### config.mk
export PLATFORM = sky130hd
export DESIGN_NAME = sha256_round_sequencer
export DESIGN_NICKNAME = d
export VERILOG_FILES = /design/src/rtl/sha256_pkg.sv /design/src/rtl/sha256_digest_adder.sv /design/src/rtl/sha256_round_sequencer.sv
export SDC_FILE = /design/constraint.sdc
export NUM_CORES = 2
export LEC_CHECK = 0
export CAP_MARGIN = 20
export CORE_ASPECT_RATIO = 1.25
export CORE_MARGIN = 2
export CORE_UTILIZATION = 45
export DETAILED_ROUTE_END_ITERATION = 8
export GPL_TIMING_DRIVEN = 0
export HOLD_SLACK_MARGIN = 0.08
export PLACE_DENSITY_LB_ADDON = 0.08
export SLEW_MARGIN = 20
export SYNTH_ARGS = -nofsm -noshare
export SYNTH_HDL_FRONTEND = slang
export SYNTH_SLANG_ARGS = --single-unit
export TNS_END_PERCENT = 100
### constraint.sdc
create_clock -name clock -period 3.4 [get_ports clock]
set_clock_uncertainty 0.05 [all_clocks]
set_input_delay 0.85 -clock clock [delete_from_list [all_inputs] [get_ports clock]]
set_output_delay 0.85 -clock clock [all_outputs]
set_load 0.1 [all_outputs]
### src/rtl/sha256_pkg.sv
// sha256_pkg: shared SHA-256 constants, working-state layout and sequencer states.
package sha256_pkg;
  localparam int SHA256_ROUNDS = 64;
  localparam logic [31:0] SHA256_IV [0:7] = '{
    32'h6a09e667, 32'hbb67ae85, 32'h3c6ef372, 32'ha54ff53a,
    32'h510e527f, 32'h9b05688c, 32'h1f83d9ab, 32'h5be0cd19
  };
  typedef struct packed {
    logic [31:0] a, b, c, d, e, f, g, h;
  } sha_state_t;
  typedef enum logic [2:0] {IDLE, LOAD, ROUND, FINAL, DONE} seq_state_e;
  function automatic sha_state_t iv_state();
    return '{a: SHA256_IV[0], b: SHA256_IV[1], c: SHA256_IV[2], d: SHA256_IV[3],
             e: SHA256_IV[4], f: SHA256_IV[5], g: SHA256_IV[6], h: SHA256_IV[7]};
  endfunction
endpackage

### src/rtl/sha256_digest_adder.sv
// sha256_digest_adder: eight independent modular word adds of H and the final working state.
module sha256_digest_adder #(
  parameter int WORD_W = 32
) (
  input  logic [8*WORD_W-1:0] h_i,
  input  logic [8*WORD_W-1:0] state_i,
  output logic [8*WORD_W-1:0] sum_o
);
  for (genvar i = 0; i < 8; i++) begin : g_word
    assign sum_o[i*WORD_W +: WORD_W] = h_i[i*WORD_W +: WORD_W] + state_i[i*WORD_W +: WORD_W];
  end
endmodule

### src/rtl/sha256_round_sequencer.sv
// sha256_round_sequencer: steps an external round datapath through one block and folds it into H.
module sha256_round_sequencer
  import sha256_pkg::*;
#(
  parameter int ROUNDS = SHA256_ROUNDS,
  parameter int WORD_W = 32
) (
  input  logic                      clock,
  input  logic                      reset,
  input  logic                      start,
  input  logic                      first_block,
  input  logic                      wk_valid,
  output logic                      busy,
  output logic                      rnd_en,
  output logic [$clog2(ROUNDS)-1:0] rnd_idx,
  output logic [8*WORD_W-1:0]       rnd_state,
  input  logic [8*WORD_W-1:0]       rnd_next_state,
  output logic                      done,
  output logic [8*WORD_W-1:0]       digest
);
  localparam int IW = $clog2(ROUNDS);
  localparam int SW = 8 * WORD_W;
  seq_state_e    state_q, state_d;
  logic [SW-1:0] h_q, h_d, dig_q, dig_d, rs_q, rs_d, sum;
  logic [IW-1:0] idx_q, idx_d;
  logic          last;
  sha256_digest_adder #(.WORD_W(WORD_W)) u_add (
    .h_i    (h_q),
    .state_i(rs_q),
    .sum_o  (sum)
  );
  assign last = idx_q == IW'(ROUNDS - 1);
  always_comb begin
    state_d = state_q;
    h_d     = h_q;
    dig_d   = dig_q;
    rs_d    = rs_q;
    idx_d   = idx_q;
    unique case (state_q)
      IDLE: if (start) begin
        state_d = LOAD;
        h_d     = first_block ? SW'(iv_state()) : dig_q;
      end
      LOAD: begin
        state_d = ROUND;
        rs_d    = h_q;
        idx_d   = '0;
      end
      // the index saturates on the last round so it never wraps inside a block
      ROUND: if (wk_valid) begin
        rs_d    = rnd_next_state;
        idx_d   = last ? idx_q : idx_q + 1'b1;
        state_d = last ? FINAL : ROUND;
      end
      FINAL: begin
        h_d     = sum;
        dig_d   = sum;
        state_d = DONE;
      end
      DONE:    state_d = IDLE;
      default: state_d = IDLE;
    endcase
  end
  always_ff @(posedge clock) begin
    if (reset) begin
      state_q <= IDLE;
      h_q     <= '0;
      dig_q   <= '0;
      rs_q    <= '0;
      idx_q   <= '0;
    end else begin
      state_q <= state_d;
      h_q     <= h_d;
      dig_q   <= dig_d;
      rs_q    <= rs_d;
      idx_q   <= idx_d;
    end
  end
  assign busy      = state_q inside {LOAD, ROUND, FINAL};
  assign rnd_en    = (state_q == ROUND) && wk_valid;
  assign done      = state_q == DONE;
  assign rnd_idx   = idx_q;
  assign rnd_state = rs_q;
  assign digest    = dig_q;
endmodule
==> run_results.csv <==
group,metric,value,unit
outcome,outcome,"complete, but fails checks",
outcome,violations,"negative setup slack",
logic_synthesis,netlist_instances,5428,
logic_synthesis,mappedNetlistArea,42400,µm²
floorplan,die-area,96600,µm²
route,drt_first_pass_iters,5,
finish,fillers,8967,
global_routing,track_usage,0.419,
setup_path,critPathArrivalTime,3890,ps
floorplan,pin_count,782,
timing,timing.final.crit_share,1.01,
placed_design,post-dp-hpwl,162,mm
global_routing,globalRoute.totalOverflow,0,
finish,area.growth.synth_to_final,29.2,%
logic_synthesis,synthFlopType,"dfxtp_1",
placed_design,place_congestion,0.978,
timing,slew_viol_final,0,
clocking,cts_tree,"built",
placed_design,place.detailed.instances,7415,
global_routing,grt_pass1_wl,301,mm
route,drt-vias-per-instance,6.25,
setup_path,cp.required,3850,ps
floorplan,design.core.area,93100,µm²
logic_synthesis,most_frequent_cell_after_synthesis,"nand2_1",
floorplan,chipHeight,347,µm
setup_path,cp-end-kind,"flop",
floorplan,floorplan.die.width,278,µm
pwr,intPower,18.1,mW
route,wl,212,mm
clocking,cts.path.max_buffers,3,
pwr,vdd_ir_drop_max,0.366,mV
setup_path,setup.worst_path.start_class,"input port",
timing,tightest_slew,1280,ps
route,post-route-drc-count,0,
setup_path,critical_path.n_buffers_inverters,4,
job,maxCapViolations,0,
logic_synthesis,most_common_library_cells_after_synthesis,"nand2_1, dfxtp_1, a21oi_1, nor2_1, o21ai_0",
timing,maxClockFrequency,291,MHz
clocking,clkTransAtPathRegs,60,ps
pwr,switching_share,0.388,
clocking,cts_made_buffers,85,
timing,worst_slack,-32.5,ps
pwr,powerDensity,538,nW/µm²
logic_synthesis,count_of_flip_flops_with_a_built_in_enable_after_synthesis,0,
clocking,clock_sink_count,777,
placed_design,io_buffers,780,
pwr,clock_power_share,0.332,
logic_synthesis,netlist.top_cell.by_area,"dfxtp_1",
logic_synthesis,yosys_register_bits,777,
placed_design,place_worst_setup_slack,-1010,ps
timing,finalSetupViolCount,3,
route,detailroute.via_count,47294,
logic_synthesis,yosysWarningCount,0,
floorplan,floorplan.initialDensity,0.455,
clocking,worstSkewPairLatency,670,ps
clocking,clock_tree.htree_level_count,3,
global_routing,antenna_found_initial,8,
global_routing,grt_max_degree,15,
timing,relSlewSlack,0.149,
finish,layout-drive-gt1-share,0.0478,
logic_synthesis,netlist-cell-type-count,87,
pwr,seqPwrFrac,0.360,
setup_path,critical-path-slowest-cell,"clkbuf_1",
setup_path,cp_common_cell,"clkbuf_1",
setup_path,critPathMaxFanout,10,
route,initialDrtViolationCount,4657,
floorplan,placementRows,125,
logic_synthesis,synth.top_cell.area_share,0.367,
route,ant_nets,0,
logic_synthesis,synth_fp_nets,5946,
setup_path,worst_path_dominant_cell_family,"buffers and inverters",
clocking,clock_root_buffer,"clkbuf_16",
setup_path,criticalPathCategory,"in -> reg",
setup_path,critical_path.cell_chain,"clkbuf_1 > clkbuf_1 > clkbuf_1 > clkbuf_1 > o22ai_1",
finish,number_of_cells_in_the_finished_layout_apart_from_fillers,7569,
timing,finalHoldViolations,0,
route,wire_per_inst,28.0,µm
logic_synthesis,postSynth.asyncResetShare,0,
pwr,comb_power_share,0.308,
logic_synthesis,ys_seq_area_frac,0.367,
timing,final_period_minus_worst_setup_slack,3430,ps
finish,final_net_count,6823,
setup_path,slowest_delay,940,ps
pwr,leakagePower,21.2,nW
pwr,design_power_total,29.5,mW
global_routing,grt_pass1_vias,45384,
pwr,power_switching,11.4,mW
logic_synthesis,synth_top_cells_by_area,"dfxtp_1, nand2_1, a21oi_1",
hold_path,worst_hold_path_type,"reg -> reg",
logic_synthesis,synthesis.area_per_instance,7.81,µm²
## stage by stage
step / TNS [ps] / instance area [µm²] / util / hold WS [ps]
finish: -38.8 / 54700 / 0.588 / 421
global route: -95.5 / 54700 / 0.588 / 450
CTS: -20.9 / 54600 / 0.587 / 419
detailed placement: -323970 / 51700 / 0.555 / 410
global placement: -432940 / 51700 / 0.555 / 403
floorplan: 0 / 42400 / - / 413
## cell families after synthesis
group                      Yosys count  share of synthesized area
adders and majority gates          257                     0.0773
xor gates and xnor gates           210                     0.0434
DFF                                777                      0.367
and+or+nand+nor                   1872                      0.186
muxes                               44                     0.0104
buffers and inverters              431                     0.0385
AOI/OAI and AO/OA                 1837                      0.277
## cells in the final DEF, fill, tap and decap left out, types with 14 or more instances in the layout
| cell type | instances |
|---|---|
| or3_1 | 22 |
| nor3_1 | 68 |
| ha_1 | 249 |
| o21a_1 | 31 |
| a311oi_1 | 263 |
| and3_1 | 36 |
| clkdlybuf4s50_1 | 753 |
| clkbuf_16 | 89 |
| and2_1 | 32 |
| clkbuf_1 | 314 |
| nor2b_1 | 16 |
| o221a_2 | 14 |
| inv_1 | 52 |
| clkbuf_2 | 55 |
| o221ai_1 | 15 |
| nand3_1 | 82 |
| a21o_1 | 142 |
| nand2_1 | 917 |
| o21bai_1 | 28 |
| buf_2 | 31 |
| a211oi_1 | 68 |
| xor2_1 | 81 |
| dfxtp_1 | 776 |
| mux2i_1 | 43 |
| o21ai_0 | 376 |
| nor2_1 | 568 |
| a21oi_1 | 630 |
| nand2b_1 | 29 |
| a31oi_1 | 73 |
| o211ai_1 | 27 |
| xnor2_1 | 129 |
| nand4_1 | 38 |
## flip-flops by register name (all words and copies together) (netlist names)
| name | cells |
|---|---|
| digest | 256 |
| rnd_state | 256 |
| h_q | 256 |
| state_q | 3 |
| rnd_idx | 6 |
## layer usage
metal,up-vias,GRT usage,share of wire,routed length (µm)
li1,21395,-,-,-
met2,2533,0.695,0.46,97400
met1,22707,0.470,0.36,76500
met4,14,0.271,0.074,15600
met5,-,0,0.00063,133
met3,645,0.121,0.10,22000
## worst reg2reg max path: cells and delay by family (launching register included)
| family | cells | cell delay (ps) |
|---|---|---|
| buf+inv | 2 | 1640 |
| compound gates | 3 | 890 |
| flops | 1 | 460 |
| simple gates | 1 | 270 |
## power by group through the flow
stage / logic [mW] / clock network, mW / registers, mW
after floorplan: 3.69 / 0 / 13.0
after global placement: 8.83 / 0 / 10.8
after detailed placement: 8.87 / 0 / 10.8
after CTS: 8.92 / 9.75 / 10.6
after global routing: 9.58 / 10.1 / 10.6
final: 9.09 / 9.78 / 10.6
## repair_timing
item	CTS	global route
endpoints found under the setup margin	510	324
hold buffers	0	0
pin swaps	2	9
resized for setup	46	87
buffers inserted	3	5
## layout make-up
type / instances / area, µm² / share of cell area
repair buffers: 790 / 7780 / 0.142
inverters: 53 / 199 / 0.00363
clock buffers: 116 / 2440 / 0.0445
clock inverters: 28 / 390 / 0.00713
diodes: 1 / 2.50 / 0.0000457
plain buffers: 378 / 1530 / 0.0280
flip-flops and latches: 777 / 15600 / 0.284
well taps: 1206 / 1510 / 0.0276
multi-input cells: 4220 / 25300 / 0.463
## path summary, 6_finish.rpt
path | from | to | slack, ps | cells past startpoint
min | digest[90] | digest[90] | 420 | 2
min reg2reg | digest[90] | digest[90] | 420 | 2
max | reset | h_q[61] | -30 | 5
max reg2reg | state_q[1] | h_q[48] | 20 | 6
(Power assumes the default switching activity.)
